===== config.mk =====
export PLATFORM = sky130hd
export DESIGN_NAME = multiply_lanes_pipelined
export DESIGN_NICKNAME = d
export VERILOG_FILES = /design/src/rtl/multiply_lanes_pipelined.sv
export SDC_FILE = /design/constraint.sdc
export NUM_CORES = 2
export LEC_CHECK = 0
export CAP_MARGIN = 20
export CORE_ASPECT_RATIO = 1.5
export CORE_MARGIN = 2
export CORE_UTILIZATION = 65
export DETAILED_ROUTE_END_ITERATION = 10
export HOLD_SLACK_MARGIN = 0.1
export PLACE_DENSITY = 0.95
export SYNTH_ARGS = -nofsm -noshare
export SYNTH_HDL_FRONTEND = slang
export SYNTH_SLANG_ARGS = --single-unit

===== constraint.sdc =====
create_clock -name clock -period 21.5 [get_ports clock]
set_input_delay 3.225 -clock clock [delete_from_list [all_inputs] [get_ports clock]]
set_output_delay 3.225 -clock clock [all_outputs]
set_load 0.05 [all_outputs]

===== src/rtl/multiply_lanes_pipelined.sv =====
// Lane-wise signed fixed-point multiplier between two input FIFOs and one output FIFO.
// Define MULT_SATURATE_EN to clamp out-of-range results and raise sticky per-lane sat_flag bits.
module multiply_lanes_pipelined #(
    parameter int WIDTH     = 32,
    parameter int LANES     = 2,
    parameter int FRAC_BITS = 10,
    parameter int STAGES    = 2
) (
    input  logic                   clock,
    input  logic                   reset,
    output logic                   inA_rd_en,
    input  logic                   inA_empty,
    input  logic [LANES*WIDTH-1:0] inA_dout,
    output logic                   inB_rd_en,
    input  logic                   inB_empty,
    input  logic [LANES*WIDTH-1:0] inB_dout,
    output logic                   out_wr_en,
    input  logic                   out_full,
    output logic [LANES*WIDTH-1:0] out_din,
    output logic [LANES-1:0]       sat_flag,
    output logic [31:0]            out_count
);

    localparam int PW = 2 * WIDTH;

    logic [STAGES-1:0]      vld_q;
    logic [STAGES-1:0]      vld_d;
    logic                   advance;
    logic                   popEn;
    logic                   lastLoad;
    logic [LANES*PW-1:0]    prodComb;
    logic [LANES*PW-1:0]    lastIn;
    logic [LANES*WIDTH-1:0] narrowComb;
    logic [LANES*WIDTH-1:0] outData_q;
    logic [31:0]            count_q;

    // The whole pipeline freezes only when the head word cannot be pushed.
    assign advance   = !(vld_q[STAGES-1] && out_full);
    assign popEn     = !inA_empty && !inB_empty && advance;
    assign inA_rd_en = popEn;
    assign inB_rd_en = popEn;
    assign out_wr_en = vld_q[STAGES-1] && !out_full;
    assign out_din   = outData_q;
    assign out_count = count_q;

    always_comb begin
        prodComb = '0;
        for (int l = 0; l < LANES; l++) begin
            prodComb[l*PW +: PW] =
                $signed({{WIDTH{inA_dout[l*WIDTH+WIDTH-1]}}, inA_dout[l*WIDTH +: WIDTH]}) *
                $signed({{WIDTH{inB_dout[l*WIDTH+WIDTH-1]}}, inB_dout[l*WIDTH +: WIDTH]});
        end
    end

    always_comb begin
        vld_d = vld_q;
        if (advance) begin
            vld_d = (vld_q << 1) | STAGES'(popEn);
        end
    end

    always_ff @(posedge clock) begin
        if (!reset) begin
            vld_q <= '0;
        end else begin
            vld_q <= vld_d;
        end
    end

    // Full-width products ride the early stages; only the last stage holds narrowed results.
    generate
        if (STAGES == 1) begin : gNoWide
            assign lastIn   = prodComb;
            assign lastLoad = popEn;
        end else begin : gWide
            logic [LANES*PW-1:0] wide_q [STAGES-1];

            always_ff @(posedge clock) begin
                if (!reset) begin
                    for (int k = 0; k < STAGES-1; k++) begin
                        wide_q[k] <= '0;
                    end
                end else if (advance) begin
                    if (popEn) begin
                        wide_q[0] <= prodComb;
                    end
                    for (int k = 1; k < STAGES-1; k++) begin
                        if (vld_q[k-1]) begin
                            wide_q[k] <= wide_q[k-1];
                        end
                    end
                end
            end

            assign lastIn   = wide_q[STAGES-2];
            assign lastLoad = vld_q[STAGES-2];
        end
    endgenerate

`ifdef MULT_SATURATE_EN
    logic signed [PW-1:0] qLane;
    logic [LANES-1:0]     satComb;
    logic [LANES-1:0]     satStage_q;
    logic [LANES-1:0]     satFlag_q;

    // The result fits when every bit from the narrow sign bit upward agrees.
    always_comb begin
        qLane      = '0;
        narrowComb = '0;
        satComb    = '0;
        for (int l = 0; l < LANES; l++) begin
            qLane = $signed(lastIn[l*PW +: PW]) >>> FRAC_BITS;
            if ((&qLane[PW-1:WIDTH-1]) || !(|qLane[PW-1:WIDTH-1])) begin
                narrowComb[l*WIDTH +: WIDTH] = qLane[WIDTH-1:0];
            end else begin
                satComb[l] = 1'b1;
                narrowComb[l*WIDTH +: WIDTH] = qLane[PW-1] ? {1'b1, {(WIDTH-1){1'b0}}}
                                                           : {1'b0, {(WIDTH-1){1'b1}}};
            end
        end
    end

    always_ff @(posedge clock) begin
        if (!reset) begin
            satStage_q <= '0;
            satFlag_q  <= '0;
        end else begin
            if (advance && lastLoad) begin
                satStage_q <= satComb;
            end
            if (out_wr_en) begin
                satFlag_q <= satFlag_q | satStage_q;
            end
        end
    end

    assign sat_flag = satFlag_q;
`else
    logic unusedProdBits;

    always_comb begin
        narrowComb = '0;
        for (int l = 0; l < LANES; l++) begin
            narrowComb[l*WIDTH +: WIDTH] = lastIn[l*PW + FRAC_BITS +: WIDTH];
        end
    end

    assign unusedProdBits = ^lastIn;
    assign sat_flag       = '0;
`endif

    always_ff @(posedge clock) begin
        if (!reset) begin
            outData_q <= '0;
        end else if (advance && lastLoad) begin
            outData_q <= narrowComb;
        end
    end

    always_ff @(posedge clock) begin
        if (!reset) begin
            count_q <= '0;
        end else if (out_wr_en) begin
            count_q <= count_q + 32'd1;
        end
    end

endmodule

==> qor.yml <==
cts:
  ctsResizeCount: 0
  cts.path.max_buffers: 2
  clock-sinks: 162
  cts_setup_buffers: 0
  cts_max_level: 4
  clk_pin_slew_ns: 0.06
  clock_latency_ns: 0.42
  hold_buffers: 0
  cts_tree: "built"
  cts_buffers: 17
  clockRootBuffer: "clkbuf_16"
sta:
  min_period_over_period_pct: 53.5
  setup_tns_ns: 0
  fmax_ghz: 0.0870
  rsz0062_at_grt: "false"
  final_hold_viol_count: 0
  setup_viol_count_final: 0
  relSlewSlack_pct: 14.3
  worst_pin_slew_ns: 1.28
  fin_crit_ns: 11.49
  fin_worst_skew_ns: 0.00963
  timing.hold.ws_ns: 0.463
  slew_violations: 0
placed_design:
  postPlaceCellArea_um2: 58900
  port_buffers: 231
  dpl.hpwl_mm: 129
  routabilityCongestion: 1.02
die:
  die_width_um: 244
  coreArea_um2: 85200
  die_y_um: 363
  fp-row-count: 131
  pin_count: 234
  dieArea_um2: 88500
  initial_core_util_pct: 65.6
critical_path:
  worst_setup_path_start_kind: "input pin"
  critPathSlowestCell: "clkdlybuf4s50_1"
  crit_path_end: "gWide.wide_q[0][105]$_SDFFCE_PN0P_"
  required_ns: 21.63
  max_stage_delay_ns: 1.24
  cp.depth: 25
  criticalPathCategory: "input pin to flop"
  critPathMaxFanout: 24
  cp-end-kind: "flop"
  worst-path-buf-inv: 7
  r2r_cells: 9
  arrival_ns: 11.63
  rrSetupSlack_ns: 18.93
  timing.rr.start: "out_count[4]$_SDFFE_PN0P_"
  cpLargestDelayFamily: "adder cells"
  r2r_end: "out_count[31]$_SDFFE_PN0P_"
  critPathLaunch: "inB_dout[50]"
cells_and_area:
  multi_input_area_um2: 45600
  final_area_um2: 59900
  fill_cells: 5621
  final_util_pct: 70.3
  drive_gt1_share_pct: 2.32
  nets: 7854
  regArea_um2: 3880
  area_delta_synth_final_pct: 7.12
  final_common_cell: "inv_1"
  mostFrequentLayoutCells: "1393 x inv_1, 1388 x fa_1, 1008 x and2_1, 749 x nand2_1, 315 x ha_1"
route:
  top_layer: "met5"
  route.detailed.drc: 0
  met2WireLength_mm: 82.0
  routed_via_density: 6.08
  route.vias.total: 43627
  wl_met3_mm: 18.9
  firstDrtPassIters: 5
  wl_per_cell_um: 23.9
  wl_met1_mm: 47.2
  final_antenna_net_count: 0
  drtIter0Drc: 4449
  postRouteWirelength_mm: 171
synth:
  postSynthAreaPerCell_um2: 9.30
  ys_types: 72
  synthCells: 6013
  ys.flop_type: "dfxtp_1"
  synth_seq_area_share_pct: 6.94
  synth_area_um2: 55900
  ys_warn_count: 0
  synth-seq-cells: 162
  synthArstFlopShare_pct: 0
  synth_edf_count: 64
run:
  maxCapViolCount: 0
global_route:
  first_global_vias: 50065
  antenna_found_initial: 15
  grt_overflow: 0
  grt_pass1_wl_mm: 268
  grt_util_all_layers_pct: 40.2
  grt_max_degree: 102
worst_hold_path:
  hold_path.class: "flop to flop"
status:
  run_status: "complete, no violations"
## worst register-to-register path: cells and delay by family, from the launching register on
kind                      cells  cell delay, ns
DFF                           1            0.45
xor gates and xnor gates      1            0.14
and+or+nand+nor               8            1.88
## how the worst min path moves through the flow
stage,startpoint,endpoint,depth (start not counted)
floorplan,vld_q[0]$_SDFFE_PN0N_,vld_q[1]$_SDFFE_PN0N_,2
global route,out_din[24]$_SDFFE_PN0P_,out_din[24]$_SDFFE_PN0P_,2
finish,out_din[35]$_SDFFE_PN0P_,out_din[35]$_SDFFE_PN0P_,2
global placement,out_din[0]$_SDFFE_PN0P_,out_din[0]$_SDFFE_PN0P_,2
CTS,out_din[35]$_SDFFE_PN0P_,out_din[35]$_SDFFE_PN0P_,2
detailed placement,out_din[35]$_SDFFE_PN0P_,out_din[35]$_SDFFE_PN0P_,2
## flip-flops by register name, indices dropped and copies added, names as in the netlist
signal	count
out_din	64
gWide.wide_q	64
out_count	32
vld_q	2
## per-layer routing
metal	GRT usage [%]	vias up
met1	38.8	21523
met3	12.2	1520
met5	0.163	-
met2	66.8	3329
li1	-	17245
met4	40.8	10
## synthesized netlist by cell type (all sizes together) (2+ instances only)
cell type | n | area share (%)
xor2 | 40 | 0.63
a21o | 44 | 0.59
a211oi | 9 | 0.14
a21oi | 49 | 0.47
nor2b | 23 | 0.26
nand4 | 15 | 0.19
o21bai | 5 | 0.067
o21a | 5 | 0.067
buf | 6 | 0.063
nand4b | 2 | 0.031
a221oi | 3 | 0.069
edfxtp | 64 | 3.4
ha | 315 | 7.0
a41oi | 4 | 0.063
o211a | 2 | 0.036
dfxtp | 98 | 3.5
nand2 | 751 | 5.0
and2 | 1009 | 11
a2111oi | 3 | 0.081
nand2b | 16 | 0.18
a221o | 2 | 0.036
fa | 1388 | 50
and4 | 7 | 0.12
a31oi | 6 | 0.067
o41ai | 2 | 0.065
o21ai | 27 | 0.24
or2 | 2 | 0.027
o211ai | 6 | 0.081
a31o | 5 | 0.078
or3 | 5 | 0.056
o31ai | 6 | 0.13
nor3 | 16 | 0.14
and3 | 14 | 0.17
inv | 1393 | 9.3
xnor2 | 146 | 2.3
a211o | 4 | 0.063
mux2i | 2 | 0.036
nor4 | 4 | 0.045
clkbuf | 322 | 2.2
nor2 | 87 | 0.58
a21boi | 69 | 0.93
nand3 | 22 | 0.20
## per-stage QoR
step / setup WS [ns] / instances
after CTS: 10.34 / 7145
after detailed placement: 9.92 / 7113
after global placement: 10.02 / 7112
final: 10.01 / 7172
after floorplan: 11.43 / 6014
after global routing: 9.80 / 7163
## area by class of cell
class	count	share of cell area, %
Clock inverter	12	0.257
Tap cell	1130	2.36
Multi-Input combinational cell	4131	76.1
Clock buffer	20	0.729
Antenna cell	11	0.0459
Inverter	1393	8.73
Sequential cell	162	6.48
Timing Repair Buffer	313	5.31
## cell families after synthesis
logic type | after synthesis | synth area share (%)
simple gates | 1979 | 18.4
buf+inv | 1721 | 11.6
fa+ha+maj | 1703 | 56.7
compound gates | 259 | 3.40
xor+xnor | 186 | 2.91
flops | 162 | 6.94
mux | 2 | 0.0358
other cells | 1 | 0.00670
Power is not shown: default switching activity piles up to over one toggle a cycle in this logic, so the estimate is an artifact.
